**src/rtl/em_pipe_latch.sv**
```systemverilog
// em_pipe_latch: execute-to-memory pipeline register.
//
// Holds one instruction between execute and memory under control of the hazard
// unit's per-latch command (load / hold / bubble). It also owns the data-memory
// handshake for the held instruction. The request is driven until the first dhit
// and then masked, so a held load or store is never re-issued. Load data is
// captured on that dhit. Saturating stall and bubble counters support
// performance debug.
//
// Ports:
//   CLK, nRST             clock (rising edge), asynchronous active-low reset
//   em_state              latch command: 00 enable, 01 stall, 10 nop, 11 = stall
//   ex_*                  instruction fields arriving from execute
//   dhit, dload           data memory completion and read data
//   mem_*                 registered instruction fields toward memory/writeback
//   dREN, dWEN            data memory read/write requests (registers only)
//   daddr, dstore         data memory address and store data
//   mem_dload             captured load data
//   mem_valid             latch holds a real instruction
//   mem_done              memory access of the held instruction has completed
//   stall_cnt, nop_cnt    saturating stall-cycle and bubble counters

module em_pipe_latch #(
    parameter int unsigned DW = 32,
    parameter int unsigned CW = 16
) (
    input  logic          CLK,
    input  logic          nRST,
    input  logic [1:0]    em_state,
    input  logic [31:0]   ex_instr,
    input  logic [DW-1:0] ex_npc,
    input  logic [DW-1:0] ex_alu_out,
    input  logic [DW-1:0] ex_store_data,
    input  logic [4:0]    ex_wsel,
    input  logic          ex_regwen,
    input  logic          ex_dREN,
    input  logic          ex_dWEN,
    input  logic          ex_halt,
    input  logic          dhit,
    input  logic [DW-1:0] dload,
    output logic [31:0]   mem_instr,
    output logic [DW-1:0] mem_npc,
    output logic [DW-1:0] mem_alu_out,
    output logic [DW-1:0] mem_store_data,
    output logic [4:0]    mem_wsel,
    output logic          mem_regwen,
    output logic          mem_halt,
    output logic          dREN,
    output logic          dWEN,
    output logic [DW-1:0] daddr,
    output logic [DW-1:0] dstore,
    output logic [DW-1:0] mem_dload,
    output logic          mem_valid,
    output logic          mem_done,
    output logic [CW-1:0] stall_cnt,
    output logic [CW-1:0] nop_cnt
);

    typedef enum logic [1:0] {
        PipeEnable = 2'b00,
        PipeStall  = 2'b01,
        PipeNop    = 2'b10,
        PipeRsvd   = 2'b11
    } em_cmd_e;

    em_cmd_e cmd;
    assign cmd = em_cmd_e'(em_state);

    // Instruction fields
    logic [31:0]   instr_q, instr_d;
    logic [DW-1:0] npc_q, npc_d;
    logic [DW-1:0] alu_out_q, alu_out_d;
    logic [DW-1:0] store_data_q, store_data_d;
    logic [4:0]    wsel_q, wsel_d;
    logic          regwen_q, regwen_d;
    logic          halt_q, halt_d;
    logic          dren_q, dren_d;
    logic          dwen_q, dwen_d;

    // Handshake and status
    logic          valid_q, valid_d;
    logic          done_q, done_d;
    logic [DW-1:0] dload_q, dload_d;

    // Performance counters
    logic [CW-1:0] stall_cnt_q, stall_cnt_d;
    logic [CW-1:0] nop_cnt_q, nop_cnt_d;

    logic outstanding;
    logic mem_hit;
    logic stall_sat;
    logic nop_sat;

    // A dhit only counts when the held instruction still has a live request.
    assign outstanding = (dren_q | dwen_q) & ~done_q;
    assign mem_hit     = dhit & outstanding;
    assign stall_sat   = &stall_cnt_q;
    assign nop_sat     = &nop_cnt_q;

    always_comb begin
        instr_d      = instr_q;
        npc_d        = npc_q;
        alu_out_d    = alu_out_q;
        store_data_d = store_data_q;
        wsel_d       = wsel_q;
        regwen_d     = regwen_q;
        halt_d       = halt_q;
        dren_d       = dren_q;
        dwen_d       = dwen_q;
        valid_d      = valid_q;
        done_d       = done_q;
        dload_d      = dload_q;
        stall_cnt_d  = stall_cnt_q;
        nop_cnt_d    = nop_cnt_q;

        unique case (cmd)
            PipeEnable: begin
                instr_d      = ex_instr;
                npc_d        = ex_npc;
                alu_out_d    = ex_alu_out;
                store_data_d = ex_store_data;
                wsel_d       = ex_wsel;
                regwen_d     = ex_regwen;
                halt_d       = ex_halt;
                dren_d       = ex_dREN;
                dwen_d       = ex_dWEN;
                valid_d      = 1'b1;
                done_d       = 1'b0;
                // The outgoing load may complete on the same edge it is replaced;
                // its data is still handed forward with the new instruction.
                dload_d      = (mem_hit & dren_q) ? dload : '0;
            end
            PipeNop: begin
                // Bubble wins over any concurrent dhit; a pending request drops.
                instr_d      = '0;
                npc_d        = '0;
                alu_out_d    = '0;
                store_data_d = '0;
                wsel_d       = '0;
                regwen_d     = 1'b0;
                halt_d       = 1'b0;
                dren_d       = 1'b0;
                dwen_d       = 1'b0;
                valid_d      = 1'b0;
                done_d       = 1'b0;
                dload_d      = '0;
                if (!nop_sat) begin
                    nop_cnt_d = nop_cnt_q + CW'(1);
                end
            end
            PipeStall, PipeRsvd: begin
                if (!stall_sat) begin
                    stall_cnt_d = stall_cnt_q + CW'(1);
                end
                if (mem_hit) begin
                    done_d = 1'b1;
                    if (dren_q) begin
                        dload_d = dload;
                    end
                end
            end
            default: ;
        endcase
    end

    always_ff @(posedge CLK or negedge nRST) begin
        if (!nRST) begin
            instr_q      <= '0;
            npc_q        <= '0;
            alu_out_q    <= '0;
            store_data_q <= '0;
            wsel_q       <= '0;
            regwen_q     <= 1'b0;
            halt_q       <= 1'b0;
            dren_q       <= 1'b0;
            dwen_q       <= 1'b0;
            valid_q      <= 1'b0;
            done_q       <= 1'b0;
            dload_q      <= '0;
            stall_cnt_q  <= '0;
            nop_cnt_q    <= '0;
        end else begin
            instr_q      <= instr_d;
            npc_q        <= npc_d;
            alu_out_q    <= alu_out_d;
            store_data_q <= store_data_d;
            wsel_q       <= wsel_d;
            regwen_q     <= regwen_d;
            halt_q       <= halt_d;
            dren_q       <= dren_d;
            dwen_q       <= dwen_d;
            valid_q      <= valid_d;
            done_q       <= done_d;
            dload_q      <= dload_d;
            stall_cnt_q  <= stall_cnt_d;
            nop_cnt_q    <= nop_cnt_d;
        end
    end

    // Outputs come straight from registers: no path from em_state or dhit.
    assign mem_instr      = instr_q;
    assign mem_npc        = npc_q;
    assign mem_alu_out    = alu_out_q;
    assign mem_store_data = store_data_q;
    assign mem_wsel       = wsel_q;
    assign mem_regwen     = regwen_q;
    assign mem_halt       = halt_q;
    assign dREN           = dren_q & ~done_q;
    assign dWEN           = dwen_q & ~done_q;
    assign daddr          = alu_out_q;
    assign dstore         = store_data_q;
    assign mem_dload      = dload_q;
    assign mem_valid      = valid_q;
    assign mem_done       = done_q;
    assign stall_cnt      = stall_cnt_q;
    assign nop_cnt        = nop_cnt_q;

endmodule

```
**config.mk**
```make
export PLATFORM = sky130hd
export DESIGN_NAME = em_pipe_latch
export DESIGN_NICKNAME = d
export VERILOG_FILES = /design/src/rtl/em_pipe_latch.sv
export SDC_FILE = /design/constraint.sdc
export NUM_CORES = 1
export LEC_CHECK = 0
export CAP_MARGIN = 20
export CORE_AREA = 10 10 162 164
export CTS_CLUSTER_DIAMETER = 60
export DETAILED_ROUTE_END_ITERATION = 10
export DIE_AREA = 0 0 172 174
export PLACE_DENSITY = 0.8
export SETUP_SLACK_MARGIN = 0.02
export SYNTH_ARGS = -nofsm -noshare
export SYNTH_HDL_FRONTEND = slang
export SYNTH_SLANG_ARGS = --single-unit
export TNS_END_PERCENT = 100
```
**constraint.sdc**
```tcl
create_clock -name CLK -period 2.75 [get_ports CLK]
set_input_delay 0.55 -clock CLK [delete_from_list [all_inputs] [get_ports CLK]]
set_output_delay 0.55 -clock CLK [all_outputs]
set_load 0.05 [all_outputs]
```
After elaboration in Yosys (flattened, before gate mapping)
Cells that the tools add are included.
- reductions and logical operators: 9
- multiplexer cells: 16
- bitwise operators: 9
- $add $sub $neg: 2
- eq/ne operators: 5
- operator list (kind ; count):
    32-bit case mux with 2 select lines ; 4
    32-bit two-way mux ; 3
    32-bit case mux with 3 select lines ; 1
    16-bit by 1-bit adder with 16-bit output (second input constant) ; 2
    16-bit AND reduction ; 2
    1-bit case mux with 2 select lines ; 6
    5-bit case mux with 2 select lines ; 1
    2-bit AND reduction ; 3
    1-bit AND ; 5
    2-bit == test (second input constant) ; 2
    2-bit != test (second input constant) ; 2
    2-bit OR reduction ; 2
    1-bit inverter ; 3
    2-bit by 1-bit == test with 1-bit output (second input constant) ; 1
    2-bit zero test ; 1
    2-bit nonzero test ; 1
    1-bit two-way mux ; 1
    1-bit OR ; 1
- register bits after elaboration: 203

Logic depth before layout (Yosys ltp)
Gate-level depths: netlist of run 1.
- word-level depth: 6
- gate-level depth with buffers: 6

Worst setup path before layout of run 1
OpenSTA, ideal clock, no wires.
- path type: reg2reg
- from: register done_q (netlist: mem_done)
- to: register dload_q[10] (netlist: mem_dload[10])
- path slack: 0.381 ns
- period minus slack after synthesis: 2.369 ns
- buffers on the path: 2
- data required time: 2.629 ns
- stages on the path, launching flop included: 7
- arrival: 2.248 ns
- path through: dfrtp_1 nor2b_1 nand2_1 and2_1 clkbuf_1 clkbuf_1 a22o_1
- word-level cells in the longest chain between the ends: 6
- RTL lines (what ; line ; RTL):
    from (decl) ; 82 ; logic done_q, done_d;
    from (signal assigned) ; 193 ; done_q <= done_d;
    1-bit inverter (*) ; 95 ; assign outstanding = (dren_q | dwen_q) & ~done_q;
    1-bit AND (*) ; 95 ;
    1-bit AND (*) ; 96 ; assign mem_hit = dhit & outstanding;
    1-bit AND ; 131 ; dload_d = (mem_hit & dren_q) ? dload : '0;
    32-bit two-way mux ; 131 ;
    32-bit case mux with 3 select lines ; 116 ; unique case (cmd)
    to (signal assigned) ; 194 ; dload_q <= dload_d;
    to (decl) ; 83 ; logic [DW-1:0] dload_q, dload_d;
Mark *: on every way between the ends. The rest lies on a longest branch, timed or not.
A chain may end at the register's enable or synchronous reset.

Worst setup path after layout of run 1
- from: register dren_q
- to: output port dREN
- word-level cells in the longest chain between the ends: 1
- RTL lines (what ; line ; RTL):
    from (decl) ; 77 ; logic dren_q, dren_d;
    from (signal assigned) ; 190 ; dren_q <= dren_d;
    1-bit AND ; 208 ; assign dREN = dren_q & ~done_q;
    to (decl) ; 48 ; output logic dREN,
Every way passes these cells.

==> metrics.csv, run 1 <==
stage;metric;value;unit
status;status;finished, final reports clean;
critical_path;r2r_end;stall_cnt[1];
placement;place.gp.congestion;0.8792;
critical_path;max_stage_delay;870;ps
logic_synthesis;synthArstFlopShare;100.0;%
final_layout;areaGrowthSynthToFinish;65.20;%
final_layout;fillers;1796;
clock_tree;clkLatencyLatePin;500;ps
clock_tree;hold_buffers;0;
final_layout;final_nets;1150;
logic_synthesis;synth_seq_area_share;63.45;%
critical_path;cp.required;2200;ps
timing;worst_pin_slew;772.0;ps
floorplanning;fp.dieArea;29930;sq um
routing;vias;6640;
routing;firstDrtPassIters;4;
logic_synthesis;synth-edff-count;0;
logic_synthesis;yosysWarnings;0;
placement;dp_hpwl;23.03;mm
final_layout;antenna_cells;0;
timing;slew_headroom;48.54;%
clock_tree;cts_buffers;25;
clock_tree;cts-root-buf;clkbuf_16;
timing;setup_viol;0;
critical_path;start_kind;flop;
global_route;grt_usage;19.44;%
logic_synthesis;syn_nets;770;
routing;finalWirelength;30.86;mm
critical_path;critical_path.cell_chain;nor2b_1 > clkdlybuf4s50_1;
final_layout;drive_above_1_share;7.359;%
clock_tree;cts_max_path_buffers;3;
logic_synthesis;avgSynthCellArea;13.48;sq um
clock_tree;h-tree-depth;1;
pwr;p_leak;0.005774;uW
global_route;grt_pass1_wl;45.37;mm
pwr;p_per_area;742.2;nW/um^2
critical_path;worstSetupPathType;reg -> out;
critical_path;path_max_fanout;3;
global_route;grt_overflow;0;
clock_tree;cts.clk_slew.worst_paths;60;ps
clock_tree;cts_tree;yes;
critical_path;crit_arrival;2060;ps
critical_path;path_delay_family;buffers and inverters;
logic_synthesis;synth_flop_cell;dfrtp_1;
logic_synthesis;synth_seq_cells;203;
floorplanning;die_y;174;um
routing;drtAntennaViolNets;0;
floorplanning;num_rows;56;
logic_synthesis;synthCells;594;
global_route;antenna_found_initial;3;
logic_synthesis;netlist_area;8006;sq um
timing;max_freq;0.3827;GHz
timing;skew;7.628;ps
global_route;first_global_vias;6930;
global_route;grt_max_degree;78;
routing;drc_errors;0;
timing;fin_crit_sh;95.02;%
critical_path;endpoint_kind;output pin;
clock_tree;clock_sinks;203;
critical_path;rrSetupSlack;880;ps
floorplanning;initial_core_util;34.63;%
worst_hold_path;hold_path.class;in -> async;
placement;portBuffers;440;
routing;drt_iter0_markers;560;
timing;setup_tns;0;ps
floorplanning;die_w;172;um
timing;layout_min_cycle_time;2613;ps
floorplanning;num_io_pins;441;
logic_synthesis;yosysUniqueCellTypes;40;
critical_path;slowest_stage;clkdlybuf4s50_1;
job;cap_violations;0;
critical_path;path_buf_inv;1;
critical_path;r2r-start;stall_cnt[8];
timing;hold_viol_final;0;
routing;post_drt_wl_per_cell;24.07;um
pwr;p_total;9816;uW
timing;slew_violations;0;
timing;rsz0062_at_grt;no;
floorplanning;coreArea;23120;sq um
critical_path;reg2regPathDepth;4;
clock_tree;post_cts_buffers;0;
routing;vias_per_cell;5.179;
pwr;ir_worst_vdd;0.7601;mV
clock_tree;ctsResizeCount;0;
==> stage by stage <==
stage               hold slack (ps)  cells  util (%)  area [sq um]  worst slack, ps
finish                        65.13   1282     57.20         13230            136.9
floorplan                     254.4    594         -          8006            381.1
global route                  113.4   1282     57.20         13230            69.75
detailed placement            467.1   1236     53.37         12340            423.6
global placement              463.5   1236     53.37         12340            473.5
CTS                           87.21   1281     57.08         13200            104.9
==> cell families after synthesis <==
family / Yosys count / synth area share, %
AO/OA/AOI/OAI: 183 / 19.55
XOR/XNOR: 20 / 2.188
adder cells (fa/ha/maj): 2 / 0.3125
buffers and inverters: 106 / 8.111
flip-flops: 203 / 63.45
multiplexers: 9 / 1.250
AND/OR/NAND/NOR: 71 / 5.142
==> layer usage <==
| metal | global-route usage (%) | share of wire (%) | up-vias |
|---|---|---|---|
| met5 | 0 | 0.088 | - |
| li1 | - | - | 2930 |
| met2 | 32.43 | 49 | 330 |
| met3 | 6.865 | 10 | 46 |
| met1 | 23.26 | 38 | 3330 |
| met4 | 4.851 | 2.2 | 4 |
==> worst max-delay path by stage <==
| stage | startpoint | slack [ps] | end | cells after the start |
|---|---|---|---|---|
| after floorplan | mem_done | 380 | mem_dload[10] | 6 |
| after global placement | em_state[1] | 470 | nop_cnt[12] | 5 |
| after global routing | mem_done | 70 | dREN | 2 |
| final | dren_q | 140 | dREN | 2 |
| after detailed placement | dhit | 420 | mem_dload[19] | 4 |
| after CTS | dren_q | 100 | dREN | 2 |
==> layout by cell type (no fill, tap or decap), drive strengths merged, types with 2 or more instances in the layout <==
master	count
a21oi	7
a22o	169
and2	3
and3	6
and4	6
buf	20
bufinv	3
clkbuf	39
clkdlybuf4s50	437
dfrtp	203
ha	2
inv	5
mux2	8
nand2	13
nand3	10
nand4	13
nor2	8
nor2b	3
nor4	2
o21a	2
o21ai	2
xnor2	14
xor2	6
==> final cells by class <==
class / instances / area (sq um) / share of cell area (%)
Clock buffer: 38 / 734.5 / 5.553
Clock inverter: 7 / 125.1 / 0.9460
Inverter: 1 / 3.754 / 0.02838
Multi-Input combinational cell: 285 / 2287 / 17.29
Sequential cell: 203 / 5080 / 38.41
Tap cell: 290 / 362.8 / 2.743
Timing Repair Buffer: 458 / 4633 / 35.03
==> cell usage after synthesis (2+ instances only) <==
library cell	n	share of area (%)
a21oi_1	7	0.44
a22o_1	169	18
and2_1	3	0.23
and3_1	5	0.39
and4_1	5	0.55
buf_1	5	0.23
buf_2	2	0.13
buf_4	64	6.0
clkbuf_1	32	1.5
dfrtp_1	203	63
ha_1	2	0.31
mux2_2	8	1.1
nand2_1	12	0.56
nand3_1	10	0.63
nand4_1	13	1.0
nor2_1	8	0.38
nor2b_1	3	0.23
nor4_1	2	0.16
o21a_1	2	0.19
xnor2_1	14	1.5
xor2_1	6	0.66
==> report_power, final <==
part	total, uW	internal, uW	switching [uW]	leakage [uW]
Sequential	3550	3270	286	0.00267
Clock	3400	2130	1270	0.000420
Combinational	2870	1060	1810	0.00269
==> state kept, by name, summed over array words and instances, names as in the netlist <==
signal      count
mem_dload      32
dstore         32
mem_instr      32
mem_done        1
stall_cnt      16
mem_regwen      1
mem_valid       1
mem_halt        1
dwen_q          1
mem_npc        32
mem_wsel        5
dren_q          1
nop_cnt        16
daddr          32
==> worst reg2reg max path, delay by kind of cell, from the launching register on <==
family,cells,cell delay [ps]
compound gates,1,290
flops,1,480
mux,1,360
simple gates,2,640
Note: power is estimated with default switching activity, not from simulation.
==> run 2, diff against run 1 <==
Settings changed: SLEW_MARGIN set to 20.
==> run 2 against run 1 <==
  * Critical path depth unchanged
  * Routed wire length down 0.17%
  * Sequential share of layout area up 0.076 points
  * First-iteration DRC count down 1.1%
  * Utilization down 0.11 points
  * Sequential cell count unchanged
  * Die area unchanged
  * Cell count about the same
  * Critical path type unchanged
  * Critical endpoint unchanged
==> metrics.csv, run 2 (synthesis gave the netlist of run 1 again) <==
stage;metric;value;unit;change
global_route;antenna_found_initial;3;;unchanged
global_route;grt_overflow;0;;unchanged
global_route;grt_usage;19.44;%;unchanged
timing;worst_hold_slack;63.15;ps;was 65.13 ps
final_layout;multi_input_area;2288;sq um;was 2287 sq um
floorplanning;num_rows;56;;unchanged
timing;skew;8.004;ps;was 7.628 ps
placement;portBuffers;440;;unchanged
final_layout;antenna_cells;0;;unchanged
pwr;clockPowerShare;34.7;%;was 34.6%
floorplanning;die_y;174;um;unchanged
clock_tree;cts-root-buf;clkbuf_16;;unchanged
critical_path;crit_arrival;2060;ps;about the same
pwr;switching_share;34.30;%;was 34.28%
critical_path;cp.required;2200;ps;about the same
final_layout;fillers;1804;;was 1796
final_layout;layout_commonest_cell;clkdlybuf4s50_1;;unchanged
routing;vias;6625;;was 6640
placement;place.gp.congestion;0.8792;;unchanged
global_route;grt_pass1_wl;45.37;mm;unchanged
clock_tree;ctsResizeCount;0;;unchanged
pwr;p_comb_share;29.1;%;was 29.2%
final_layout;mostFrequentLayoutCells;clkdlybuf4s50_1, dfrtp_1, a22o_1;;unchanged
routing;finalWirelength;30.80;mm;was 30.86 mm
clock_tree;cts_max_path_buffers;3;;unchanged
critical_path;path_max_fanout;3;;unchanged
placement;dp_hpwl;23.03;mm;unchanged
job;cap_violations;0;;unchanged
critical_path;endpoint_kind;output pin;;unchanged
timing;setup_viol;0;;unchanged
clock_tree;clkLatencyLatePin;500;ps;about the same
timing;timing.final.ws_setup;140.3;ps;was 136.9 ps
clock_tree;clock_sinks;203;;unchanged
routing;highest_layer;met5;;unchanged
clock_tree;cts_buffers;25;;unchanged
timing;layout_min_cycle_time;2610;ps;was 2613 ps
pwr;p_leak;0.005762;uW;was 0.005774 uW
final_layout;areaGrowthSynthToFinish;64.87;%;was 65.20%
floorplanning;coreArea;23120;sq um;unchanged
routing;dr_wl_met2;14.97;mm;was 15.04 mm
clock_tree;cts.clk_slew.worst_paths;60;ps;about the same
timing;fin_crit_sh;94.90;%;was 95.02%
final_layout;drive_above_1_share;7.366;%;was 7.359%
routing;drtAntennaViolNets;0;;unchanged
floorplanning;num_io_pins;441;;unchanged
worst_hold_path;hold_path.class;in -> async;;unchanged
timing;worst_pin_slew;787.5;ps;was 772.0 ps
floorplanning;die_w;172;um;unchanged
floorplanning;fp.dieArea;29930;sq um;unchanged
timing;setup_tns;0;ps;unchanged
clock_tree;h-tree-depth;1;;unchanged
routing;vias_per_cell;5.172;;was 5.179
final_layout;final_nets;1149;;was 1150
floorplanning;initial_core_util;34.63;%;unchanged
routing;wl_met1;11.92;mm;was 11.88 mm
routing;post_drt_wl_per_cell;24.05;um;was 24.07 um
pwr;ir_worst_vdd;0.7224;mV;was 0.7601 mV
timing;max_freq;0.3832;GHz;was 0.3827 GHz
timing;hold_viol_final;0;;unchanged
timing;slew_headroom;47.50;%;was 48.54%
clock_tree;hold_buffers;0;;unchanged
critical_path;worstSetupPathType;reg -> out;;unchanged
pwr;internal-power;6446;uW;was 6451 uW
pwr;p_sw;3365;uW;about the same
global_route;first_global_vias;6930;;unchanged
routing;firstDrtPassIters;4;;unchanged
routing;drt_iter0_markers;554;;was 560
routing;route.met3.wl;3.187;mm;was 3.232 mm
pwr;power_frac_seq;36.2;%;about the same
timing;rsz0062_at_grt;no;;unchanged
critical_path;start_kind;flop;;unchanged
timing;slew_violations;0;;unchanged
routing;drc_errors;0;;unchanged
clock_tree;post_cts_buffers;0;;unchanged
pwr;p_per_area;743.2;nW/um^2;was 742.2 nW/um^2
placement;dp_slack;423.6;ps;unchanged
final_layout;ff_latch_area;5080;sq um;unchanged
clock_tree;cts_tree;yes;;unchanged
global_route;grt_max_degree;78;;unchanged
status;status;finished, final reports clean;;unchanged
run 2: cell types whose count changed in the layout (fill, tap and decap cells not counted):
cell / before / now
and2_1: 3 / 2
buf_16: 1 / 0
and2_2: 0 / 1
run 2: area by class of cell:
cell class | count | share of cell area [%]
multi-input cells | 285 | 17.34
well taps | 290 | 2.749
clock inverters | 7 | 0.9479
flip-flops and latches | 203 | 38.48
clock buffers | 38 | 5.564
repair buffers | 457 | 34.89
inverters | 1 | 0.02844
run 2: path summary, 6_finish.rpt:
| path | start | cells after the start | slack [ps] | endpoint |
|---|---|---|---|---|
| min in group CLK | em_state[0] | 2 | 400 | mem_instr[1] |
| min reg2reg | mem_valid | 1 | 480 | mem_valid |
| min | nRST | 1 | 60 | nop_cnt[14] |
| max | dren_q | 2 | 140 | dREN |
| max reg2reg | stall_cnt[8] | 4 | 900 | stall_cnt[1] |
| max in group asynchronous | nRST | 2 | 1960 | dstore[18] |
run 2: worst max-delay path, stage by stage, from the launching register on:
cell and delay (ps):
dfrtp_1 410, nor2b_1 280, clkdlybuf4s50_1 860
run 2: power groups by stage:
stage / clock (uW) / sequential (uW) / combinational (uW)
2_1_floorplan: 0 / 4500 / 786
3_3_place_gp: 0 / 3580 / 2850
3_5_place_dp: 0 / 3590 / 2870
4_1_cts: 3490 / 3550 / 2890
5_1_grt: 3600 / 3590 / 2980
6_report: 3400 / 3550 / 2860
run 2: metal layers:
| layer | global-route usage, % | up-vias |
|---|---|---|
| met5 | 0 | - |
| met4 | 4.851 | 4 |
| met1 | 23.26 | 3322 |
| li1 | - | 2922 |
| met3 | 6.865 | 50 |
| met2 | 32.43 | 327 |
run 2: per-stage QoR:
stage               cell area, sq um  instances  total power, uW  util [%]
global placement               12340       1236             6426     53.37
detailed placement             12340       1236             6462     53.37
finish                         13200       1281             9811     57.09
CTS                            13200       1281             9925     57.08
floorplan                       8006        594             5283         -
global route                   13200       1281            10170     57.09
